**config.mk**
```make
export PLATFORM = sky130hd
export DESIGN_NAME = timer_sched_ctrl_flat
export DESIGN_NICKNAME = d
export VERILOG_FILES = /design/src/rtl/timer_sched_ctrl_if.sv /design/src/rtl/timer_sched_ctrl.sv /design/src/flat_wrapper.sv
export SDC_FILE = /design/constraint.sdc
export NUM_CORES = 1
export LEC_CHECK = 0
export CAP_MARGIN = 15
export CORE_MARGIN = 2
export CORE_UTILIZATION = 62
export DETAILED_ROUTE_END_ITERATION = 6
export DONT_BUFFER_PORTS = 1
export PLACE_DENSITY_LB_ADDON = 0.08
export SYNTH_ARGS = -nofsm -noshare
export SYNTH_HDL_FRONTEND = slang
export SYNTH_SLANG_ARGS = --single-unit
```
**constraint.sdc**
```tcl
create_clock -name clk -period 3.1 [get_ports clk]
set_clock_uncertainty 0.15 [all_clocks]
set_input_delay 0.62 -clock clk [delete_from_list [all_inputs] [get_ports clk]]
set_output_delay 0.62 -clock clk [all_outputs]
set_load 0.05 [all_outputs]
```
**src/rtl/timer_sched_ctrl_if.sv**
```systemverilog
// Configuration/handshake bundle between the register block, the counter
// control block and the timer scheduling controller.
interface timer_sched_ctrl_if;
    // Register-block write port
    logic       wr_en;
    logic       wr_timer_en;
    logic       wr_div_en;
    logic [3:0] wr_div_val;
    logic       clr_req;
    // Counter control block handshake
    logic       halt_ack;
    logic       cnt_en;
    // Active configuration and status
    logic       timer_en;
    logic       div_en;
    logic [3:0] div_val;
    logic       cnt_clr;
    logic       cfg_busy;
    logic       upd_done;
    logic       upd_forced;
    logic       wr_err;

    modport master (
        output wr_en, wr_timer_en, wr_div_en, wr_div_val, clr_req, halt_ack, cnt_en,
        input  timer_en, div_en, div_val, cnt_clr, cfg_busy, upd_done, upd_forced, wr_err
    );

    modport slave (
        input  wr_en, wr_timer_en, wr_div_en, wr_div_val, clr_req, halt_ack, cnt_en,
        output timer_en, div_en, div_val, cnt_clr, cfg_busy, upd_done, upd_forced, wr_err
    );
endinterface

```
**src/rtl/timer_sched_ctrl.sv**
```systemverilog
// Timer scheduling controller: holds software config writes in shadow
// registers and applies them glitch-free at a counter tick boundary, on a
// stop request, or after a bounded timeout. All outputs are registered and
// reflect the state the FSM is in during that cycle.
module timer_sched_ctrl #(
    parameter int TMO_W = 9
) (
    input  logic                  clk,
    input  logic                  rst,
    timer_sched_ctrl_if.slave     bus
);

    localparam logic [2:0] ST_IDLE  = 3'd0;
    localparam logic [2:0] ST_RUN   = 3'd1;
    localparam logic [2:0] ST_PEND  = 3'd2;
    localparam logic [2:0] ST_HALT  = 3'd3;
    localparam logic [2:0] ST_APPLY = 3'd4;

    localparam logic [TMO_W-1:0] TMO_MAX = {TMO_W{1'b1}};
    localparam logic [TMO_W-1:0] TMO_ONE = {{(TMO_W-1){1'b0}}, 1'b1};

    // Divider select must stay within the implemented divider taps.
    function automatic logic div_legal(input logic [3:0] v);
        return (v <= 4'd8);
    endfunction

    logic [2:0]       state_q,        state_d;
    logic             ret_pend_q,     ret_pend_d;     // HALT was entered with an update pending
    logic [TMO_W-1:0] tmo_q,          tmo_d;
    logic             clr_held_q,     clr_held_d;     // clear request parked during HALT
    logic             sh_timer_en_q,  sh_timer_en_d;
    logic             sh_div_en_q,    sh_div_en_d;
    logic [3:0]       sh_div_val_q,   sh_div_val_d;
    logic             timer_en_q,     timer_en_d;
    logic             div_en_q,       div_en_d;
    logic [3:0]       div_val_q,      div_val_d;
    logic             cnt_clr_q,      cnt_clr_d;
    logic             cfg_busy_q,     cfg_busy_d;
    logic             upd_done_q,     upd_done_d;
    logic             upd_forced_q,   upd_forced_d;
    logic             wr_err_q,       wr_err_d;

    logic             wr_ok_s;
    logic             forced_s;
    logic             apply_s;
    logic [TMO_W-1:0] tmo_inc_s;

    // Next-state logic: FSM, shadow capture, timeout counter and held clear.
    always_comb begin
        wr_ok_s       = bus.wr_en && !cfg_busy_q && div_legal(bus.wr_div_val);
        tmo_inc_s     = tmo_q + TMO_ONE;
        state_d       = state_q;
        ret_pend_d    = ret_pend_q;
        tmo_d         = tmo_q;
        clr_held_d    = clr_held_q;
        forced_s      = 1'b0;
        if (wr_ok_s) begin
            sh_timer_en_d = bus.wr_timer_en;
            sh_div_en_d   = bus.wr_div_en;
            sh_div_val_d  = bus.wr_div_val;
        end else begin
            sh_timer_en_d = sh_timer_en_q;
            sh_div_en_d   = sh_div_en_q;
            sh_div_val_d  = sh_div_val_q;
        end

        case (state_q)
            ST_IDLE: begin
                if (wr_ok_s) begin
                    state_d = ST_APPLY;
                end else begin
                    state_d = ST_IDLE;
                end
            end
            ST_RUN: begin
                if (wr_ok_s) begin
                    state_d = ST_PEND;
                    tmo_d   = {TMO_W{1'b0}};
                end else if (bus.halt_ack) begin
                    state_d    = ST_HALT;
                    ret_pend_d = 1'b0;
                end else begin
                    state_d = ST_RUN;
                end
            end
            ST_PEND: begin
                // A stop request is never deferred to a tick boundary.
                if (!sh_timer_en_q) begin
                    state_d = ST_APPLY;
                end else if (bus.halt_ack) begin
                    state_d    = ST_HALT;
                    ret_pend_d = 1'b1;
                end else if (bus.cnt_en) begin
                    state_d = ST_APPLY;
                end else if (tmo_inc_s == TMO_MAX) begin
                    state_d  = ST_APPLY;
                    forced_s = 1'b1;
                end else begin
                    tmo_d = tmo_inc_s;
                end
            end
            ST_HALT: begin
                // Timeout is frozen here; a write accepted while halted from
                // RUN turns the return path into a fresh PEND.
                if (bus.halt_ack) begin
                    state_d    = ST_HALT;
                    clr_held_d = clr_held_q || bus.clr_req;
                    if (wr_ok_s) begin
                        ret_pend_d = 1'b1;
                        tmo_d      = {TMO_W{1'b0}};
                    end else begin
                        ret_pend_d = ret_pend_q;
                    end
                end else begin
                    clr_held_d = 1'b0;
                    if (wr_ok_s) begin
                        state_d = ST_PEND;
                        tmo_d   = {TMO_W{1'b0}};
                    end else if (ret_pend_q) begin
                        state_d = ST_PEND;
                    end else begin
                        state_d = ST_RUN;
                    end
                end
            end
            ST_APPLY: begin
                ret_pend_d = 1'b0;
                if (sh_timer_en_q) begin
                    state_d = ST_RUN;
                end else begin
                    state_d = ST_IDLE;
                end
            end
            default: begin
                state_d    = ST_IDLE;
                ret_pend_d = 1'b0;
                clr_held_d = 1'b0;
            end
        endcase
    end

    // Output next-values, computed from the state being entered so that each
    // output is valid during the cycle its state occupies.
    always_comb begin
        apply_s = (state_d == ST_APPLY);
        if (apply_s) begin
            timer_en_d = sh_timer_en_d;
            div_en_d   = sh_div_en_d;
            div_val_d  = sh_div_val_d;
        end else begin
            timer_en_d = timer_en_q;
            div_en_d   = div_en_q;
            div_val_d  = div_val_q;
        end
        // Write-triggered and software clears that coincide merge into one pulse.
        cnt_clr_d    = apply_s
                     || (((state_q == ST_IDLE) || (state_q == ST_RUN) || (state_q == ST_PEND))
                         && bus.clr_req)
                     || ((state_q == ST_HALT) && !bus.halt_ack && (clr_held_q || bus.clr_req));
        cfg_busy_d   = (state_d == ST_PEND) || apply_s
                     || ((state_d == ST_HALT) && ret_pend_d);
        upd_done_d   = apply_s;
        upd_forced_d = forced_s;
        wr_err_d     = bus.wr_en && !wr_ok_s;
    end

    // State and output registers with asynchronous reset.
    always_ff @(posedge clk or posedge rst) begin
        if (rst) begin
            state_q       <= ST_IDLE;
            ret_pend_q    <= 1'b0;
            tmo_q         <= {TMO_W{1'b0}};
            clr_held_q    <= 1'b0;
            sh_timer_en_q <= 1'b0;
            sh_div_en_q   <= 1'b0;
            sh_div_val_q  <= 4'd0;
            timer_en_q    <= 1'b0;
            div_en_q      <= 1'b0;
            div_val_q     <= 4'd0;
            cnt_clr_q     <= 1'b0;
            cfg_busy_q    <= 1'b0;
            upd_done_q    <= 1'b0;
            upd_forced_q  <= 1'b0;
            wr_err_q      <= 1'b0;
        end else begin
            state_q       <= state_d;
            ret_pend_q    <= ret_pend_d;
            tmo_q         <= tmo_d;
            clr_held_q    <= clr_held_d;
            sh_timer_en_q <= sh_timer_en_d;
            sh_div_en_q   <= sh_div_en_d;
            sh_div_val_q  <= sh_div_val_d;
            timer_en_q    <= timer_en_d;
            div_en_q      <= div_en_d;
            div_val_q     <= div_val_d;
            cnt_clr_q     <= cnt_clr_d;
            cfg_busy_q    <= cfg_busy_d;
            upd_done_q    <= upd_done_d;
            upd_forced_q  <= upd_forced_d;
            wr_err_q      <= wr_err_d;
        end
    end

    assign bus.timer_en   = timer_en_q;
    assign bus.div_en     = div_en_q;
    assign bus.div_val    = div_val_q;
    assign bus.cnt_clr    = cnt_clr_q;
    assign bus.cfg_busy   = cfg_busy_q;
    assign bus.upd_done   = upd_done_q;
    assign bus.upd_forced = upd_forced_q;
    assign bus.wr_err     = wr_err_q;

endmodule

```
**src/flat_wrapper.sv**
```systemverilog
// flat-port wrapper written by rule: the top's interface ports become plain ports
module timer_sched_ctrl_flat 
#(
    parameter int TMO_W = 9
)
  (clk, rst, bus_wr_en, bus_wr_timer_en, bus_wr_div_en, bus_wr_div_val, bus_clr_req, bus_halt_ack, bus_cnt_en, bus_timer_en, bus_div_en, bus_div_val, bus_cnt_clr, bus_cfg_busy, bus_upd_done, bus_upd_forced, bus_wr_err);
  timer_sched_ctrl_if bus_i ();
  input  logic clk;
  input  logic rst;
  input wire logic [$bits(bus_i.wr_en)-1:0] bus_wr_en;
  input wire logic [$bits(bus_i.wr_timer_en)-1:0] bus_wr_timer_en;
  input wire logic [$bits(bus_i.wr_div_en)-1:0] bus_wr_div_en;
  input wire logic [$bits(bus_i.wr_div_val)-1:0] bus_wr_div_val;
  input wire logic [$bits(bus_i.clr_req)-1:0] bus_clr_req;
  input wire logic [$bits(bus_i.halt_ack)-1:0] bus_halt_ack;
  input wire logic [$bits(bus_i.cnt_en)-1:0] bus_cnt_en;
  output wire logic [$bits(bus_i.timer_en)-1:0] bus_timer_en;
  output wire logic [$bits(bus_i.div_en)-1:0] bus_div_en;
  output wire logic [$bits(bus_i.div_val)-1:0] bus_div_val;
  output wire logic [$bits(bus_i.cnt_clr)-1:0] bus_cnt_clr;
  output wire logic [$bits(bus_i.cfg_busy)-1:0] bus_cfg_busy;
  output wire logic [$bits(bus_i.upd_done)-1:0] bus_upd_done;
  output wire logic [$bits(bus_i.upd_forced)-1:0] bus_upd_forced;
  output wire logic [$bits(bus_i.wr_err)-1:0] bus_wr_err;
  assign bus_i.wr_en = bus_wr_en;
  assign bus_i.wr_timer_en = bus_wr_timer_en;
  assign bus_i.wr_div_en = bus_wr_div_en;
  assign bus_i.wr_div_val = bus_wr_div_val;
  assign bus_i.clr_req = bus_clr_req;
  assign bus_i.halt_ack = bus_halt_ack;
  assign bus_i.cnt_en = bus_cnt_en;
  assign bus_timer_en = bus_i.timer_en;
  assign bus_div_en = bus_i.div_en;
  assign bus_div_val = bus_i.div_val;
  assign bus_cnt_clr = bus_i.cnt_clr;
  assign bus_cfg_busy = bus_i.cfg_busy;
  assign bus_upd_done = bus_i.upd_done;
  assign bus_upd_forced = bus_i.upd_forced;
  assign bus_wr_err = bus_i.wr_err;
  timer_sched_ctrl #(.TMO_W(TMO_W)) u_core (.clk(clk), .rst(rst), .bus(bus_i));
endmodule
```
== Yosys cells after proc, flatten, opt, wreduce, memory -nomap -nowiden ==
Cells that the tools add are included.
Word-level totals
  output and inout port bits: 11
  input port bits: 12
  register bits: 31
  word-level logic and storage cells: 87
Operators by class
  $lt $le $gt $ge: 1
  reduce and logical (&&, ||, !) cells: 22
  add/sub/neg operators: 1
  mux-type cells: 35
  eq/ne operators: 13
Operators with widths (number)
  $mux 9: 5
  $mux 3: 8
  $pmux 9 s2: 1
  $mux 1: 15
  $pmux 3 s5: 1
  $eq 3x2->1 const B: 4
  $add 9x1->9 const B: 1
  $eq 9x9->1 const B: 1
  $logic_and 1x1->1: 7
  $logic_or 1x1->1: 7
  $eq 3x3->1 const B: 2
  $ne 2x2->1 const B: 3
  $reduce_and 6->1: 1
  $le 4x4->1 const B: 1
  $mux 2: 2
  $mux 4: 1
  $ne 2x1->1 const B: 2
  $pmux 1 s4: 1
  $reduce_or 4->1: 1
  $eq 3x1->1 const B: 1
  $logic_not 1->1: 3
  $logic_not 3->1: 1
  $pmux 1 s2: 1
  $reduce_bool 2->1: 1
  $reduce_or 2->1: 1

== Depth between registers and ports, before layout ==
  depth after elaboration: 10
  mapped depth: 7
  depth with buffers taken out: 7

== Worst setup path after synthesis ==
Ideal clock, no wire load.
  path kind: register to register
  start point: register u_core.tmo_q[0]
  end point: register u_core.div_en_q, in the netlist u_core.bus.div_en
  period minus slack after synthesis: 2.277 ns
  stages on the path, launching flop included: 8
  setup slack: 0.823 ns
  data required time: 2.825 ns
  arrival: 2.002 ns
  library setup time: 0.125 ns
  path buffers: 0
  cells stage by stage: dfrtp_1 ha_1 nor2b_1 nor2_1 nor4_4 a2111oi_4 o21ai_4 mux2_2
On the way
  word-level cells in the longest chain between the ends: 8
Ends and longest elaborated chain
  start, declared: RTL line timer_sched_ctrl.sv:29  | logic [TMO_W-1:0] tmo_q, tmo_d;
  start signal, assigned: RTL line timer_sched_ctrl.sv:172  | tmo_q <= {TMO_W{1'b0}};
  start signal, assigned: RTL line timer_sched_ctrl.sv:188  | tmo_q <= tmo_d;
  $add 9x1->9: RTL line timer_sched_ctrl.sv:51  | tmo_inc_s = tmo_q + TMO_ONE;
  $eq 9x9->1: RTL line timer_sched_ctrl.sv:95  | end else if (tmo_inc_s == TMO_MAX) begin
  $mux 3: RTL line timer_sched_ctrl.sv:95
  $mux 3: RTL line timer_sched_ctrl.sv:93  | end else if (bus.cnt_en) begin
  $mux 3: RTL line timer_sched_ctrl.sv:90  | end else if (bus.halt_ack) begin
  $mux 3: RTL line timer_sched_ctrl.sv:88  | if (!sh_timer_en_q) begin
  $pmux 3 s5: RTL line timer_sched_ctrl.sv:67  | case (state_q)
  $eq 3x3->1: RTL line timer_sched_ctrl.sv:145  | apply_s = (state_d == ST_APPLY);
  named net u_core.apply_s: RTL line timer_sched_ctrl.sv:45  | logic apply_s;
  end signal, assigned: RTL line timer_sched_ctrl.sv:194  | div_en_q <= div_en_d;
  end, declared: RTL line timer_sched_ctrl.sv:35  | logic div_en_q, div_en_d;
The timed path passes the listed nets, and every way through them passes these cells.
A chain may end at the register's enable or synchronous reset.

== Worst setup path after layout ==
  start point: register u_core.tmo_q[1]
  end point: register u_core.div_en_q, in the netlist u_core.bus.div_en
Same word-level chain as after synthesis.

==> tab_implementation.tex <==
\begin{tabular}{lr}
\hline
Metric & Value \\
\hline
\multicolumn{2}{l}{\textbf{Timing}} \\
\quad Sum of negative setup slack & 0 ns \\
\quad Max-Slew Margin vs Limit & 0.630 \\
\quad Actual transition at the worst max-transition pin & about 0.55 ns \\
\quad Max-slew violations & 0 \\
\quad Setup repair after global routing missed its margin & no \\
\quad Final hold viol count & 0 \\
\quad Maximum clock frequency & between 0.3 and 0.4 GHz \\
\quad Min cycle time layout & 2.56 ns \\
\quad Hold\_ws & slightly below 0.09 ns \\
\quad Fin crit share & 0.825 \\
\quad Endpoints failing setup & 0 \\
\multicolumn{2}{l}{\textbf{Route}} \\
\quad DR top layer & met4 \\
\quad Count of routing violations after the opening detailed-route iteration & 58 \\
\quad Met3 wirelength from detailed routing & 139 um \\
\quad Wire length per cell after detailed routing & between 15 and 20 um \\
\quad M1 WL & between 1 and 1.5 mm \\
\quad Vias per cell & between 6 and 7 \\
\quad WL met2 & 1.68 mm \\
\quad Remaining design rule violation count & 0 \\
\quad Routed Antenna Nets & 0 \\
\quad Detailed-router iteration count before antenna repair & 4 \\
\quad Vias & around 1.3k \\
\quad Final routed wirelength across all metal layers & between 3 and 4 mm \\
\multicolumn{2}{l}{\textbf{Clock tree}} \\
\quad Clock tree root buffer cell & sky130\_fd\_sc\_hd\_\_clkbuf\_4 \\
\quad Clock-pin transition on the worst setup and hold timing paths & 0.09 ns \\
\quad H-tree lvl count & 2 \\
\quad Count of hold buffers inserted by post-cts repair & 0 \\
\quad Clock latency at the later pin of the worst-skew pair & between 0.3 and 0.4 ns \\
\quad Number of instances resized during post-cts repair & 0 \\
\quad Clock sink count & 31 \\
\quad TritonCTS clock tree & done \\
\quad Post-CTS Setup Repair Bufs & 0 \\
\quad Clock tree buffer depth & 2 \\
\quad Number of buffers inserted during clock tree synthesis & 5 \\
\multicolumn{2}{l}{\textbf{Yosys}} \\
\quad Share of synthesized area occupied by flip-flops and latches & 0.455 \\
\quad Flip-flop and latch count after synthesis & 31 \\
\quad Commonest cells in the synthesized netlist & sky130\_fd\_sc\_hd\_\_dfrtp\_1 (31), sky130\_fd\_sc\_hd\_\_nand2\_1 (26), sky130\_fd\_sc\_hd\_\_o21ai\_0 (14) \\
\quad Fraction of synthesis flops using an asynchronous set or reset pin & 1.00 \\
\quad Distinct cell type count of the synthesized netlist & 49 \\
\quad Post-Syn Area & around 0.0017 mm2 \\
\quad Post-synthesis cell type with the largest combined area & sky130\_fd\_sc\_hd\_\_dfrtp\_1 \\
\quad Top cells by area in the synthesized netlist & sky130\_fd\_sc\_hd\_\_dfrtp\_1 (46\%), sky130\_fd\_sc\_hd\_\_nand2\_1 (5.7\%), sky130\_fd\_sc\_hd\_\_o21ai\_0 (4.1\%) \\
\quad Mapped Avg Cell Area & 10.0 um2 \\
\quad Post-Syn Instances & 170 \\
\quad Number of enable-type register cells in the synthesized netlist & 0 \\
\quad Syn nets & between 150 and 200 \\
\quad Top\_reg\_cell synth & sky130\_fd\_sc\_hd\_\_dfrtp\_1 \\
\quad Most frequent cell after synthesis & sky130\_fd\_sc\_hd\_\_dfrtp\_1 \\
\quad Post-synth top area share & 0.455 \\
\quad Synthesis warning total & 0 \\
\multicolumn{2}{l}{\textbf{Die}} \\
\quad Initial cell density of the core & 0.634 \\
\quad Total Die Area & 0.00318 mm2 \\
\quad Number of standard-cell rows in the floorplan & 19 \\
\quad Die boundary width & between 50 and 60 um \\
\quad Count of boundary I/O pins & 23 \\
\quad Floorplan Core Area & between 0.002 and 0.003 mm2 \\
\quad Die Height & approximately 56 um \\
\multicolumn{2}{l}{\textbf{Setup path}} \\
\quad Crit path from & u\_core.tmo\_q[1] \\
\quad Source of the worst register-to-register timing path & u\_core.tmo\_q[1] \\
\quad Kind of start point of the critical path & flip-flop \\
\quad Type of element capturing the critical path & flip-flop \\
\quad WP data arrival & 2.64 ns \\
\quad Critical path peak fanout & 9 \\
\quad CP Data Required Time & 3.18 ns \\
\quad Cell-by-cell listing of the critical path & ha\_1 -> nor2b\_1 -> nor2\_1 -> nor4\_4 -> a2111oi\_4 -> o21ai\_4 -> mux2\_2 \\
\quad Slowest cell on crit path & sky130\_fd\_sc\_hd\_\_dfrtp\_1 \\
\quad Kind of critical path & reg2reg \\
\quad R2r worst-path depth & 7 \\
\quad Critical path's largest stage delay & $\sim$0.47 ns \\
\multicolumn{2}{l}{\textbf{Layout}} \\
\quad Finished Layout Cells & around 200 \\
\quad Inserted Diodes & 0 \\
\quad Area occupied by multi-input gates & 830 um2 \\
\quad Layout area overhead & 3.08\% \\
\quad Fraction of layout cells with a size suffix above 1 & 0.162 \\
\quad Number of nets in the final layout & 187 \\
\quad Filler cell count in the final layout & $\sim$230 \\
\quad Sequential cell area & slightly below 800 um2 \\
\quad Area of all placed cells without fillers & around 0.0018 mm2 \\
\multicolumn{2}{l}{\textbf{Min path}} \\
\quad Tightest Hold Check Type & in2async \\
\multicolumn{2}{l}{\textbf{Pwr}} \\
\quad Maximum resistive drop on vdd & between 0.0008 and 0.0009 V \\
\quad Power per cell area & roughly 930 mW/mm2 \\
\quad Total power of the final layout & around 1600 uW \\
\quad Leakage power of the design & 0.000805 uW \\
\multicolumn{2}{l}{\textbf{Global route}} \\
\quad First-pass GRT wire length & 5.80 mm \\
\quad Global-route usage over all layers & 0.241 \\
\quad Global route total overflow & 0 \\
\quad Maximum number of pins on one net before global-route repair & 32 \\
\quad Number of global-route vias before repair & 1253 \\
\quad Initial antenna violation count & 0 \\
\multicolumn{2}{l}{\textbf{Place}} \\
\quad Cell count after placement & slightly below 200 \\
\quad Final weighted congestion in routability-driven placement & around 0.81 \\
\quad DP Wirelength & 2.34 mm \\
\quad Cell Area, Placed & $\sim$0.0017 mm2 \\
\quad Count of buffers inserted at the top-level ports & 0 \\
\multicolumn{2}{l}{\textbf{Run status}} \\
\quad Result of the run & finished, final reports clean \\
\multicolumn{2}{l}{\textbf{Job}} \\
\quad Maxcap violations & 0 \\
\hline
\end{tabular}
## cells in the final DEF (no fill, tap or decap), drive strengths merged, types with 2 or more instances in the layout
cell type  count
nor2          12
inv            9
nor2b          2
a2bb2oi        2
nand2         27
o31ai          2
and3           3
nand3b         3
nor3           3
buf            3
clkbuf         6
dfrtp         31
o22ai          2
mux2           6
nand3          5
a31oi          4
ha             2
o21ai         15
a211o          2
mux2i          2
and2b          4
a21oi          8
## metrics by stage
stage | worst slack [ns] | util
after global routing | 0.382 | 0.654
after detailed placement | 0.550 | 0.633
final | 0.542 | 0.654
after floorplan | 0.823 | -
after CTS | 0.528 | 0.654
after global placement | 0.612 | 0.633
## kinds of logic after synthesis
kind of cell,Yosys count,synth area share
flops,31,0.455
mux,8,0.0514
buf+inv,16,0.0580
simple gates,68,0.217
xor+xnor,1,0.00514
compound gates,44,0.198
fa+ha+maj,2,0.0147
## final timing paths
path                                           to  slack (ns)
max                             u_core.bus.div_en        0.54
min                            u_core.sh_div_en_q        0.09
max reg2reg                     u_core.bus.div_en        0.54
min reg2reg                u_core.sh_div_val_q[1]        0.33
max in group asynchronous      u_core.bus.cnt_clr        2.43
min in group clk            u_core.bus.upd_forced        0.19
## cell type report
type / instances / share of cell area
Clock buffer: 6 / 0.0292
Multi-Input combinational cell: 123 / 0.472
Sequential cell: 31 / 0.442
Clock inverter: 1 / 0.00285
Tap cell: 31 / 0.0221
Timing Repair Buffer: 3 / 0.0128
Inverter: 9 / 0.0192
## registers in the layout, summed over array words and instances, names as in the netlist, 3 cells and up
signal,count
u_core.bus.div_val,4
u_core.sh_div_val_q,4
u_core.state_q,3
u_core.tmo_q,9
## worst max-delay path, delay by kind of cell, from the launching register on
family	cells	cell delay, ns
AO/OA/AOI/OAI	2	0.49
adder cells (fa/ha/maj)	1	0.28
flip-flops	1	0.47
multiplexers	1	0.37
AND/OR/NAND/NOR	3	0.68
## metal layers
layer | up-vias | global-route usage
li1 | 607 | -
met1 | 619 | 0.308
met2 | 32 | 0.362
met3 | 12 | 0.0599
met4 | 0 | 0.160
met5 | - | 0
## report_power, final
group	internal, uW	total, uW	leakage, uW	switching, uW
Combinational	227	486	0.000376	259
Sequential	550	911	0.000396	361
Clock	105	240	0.0000341	136
Total	882	1640	0.000805	755
No activity file was read; power rests on OpenSTA's default activity.
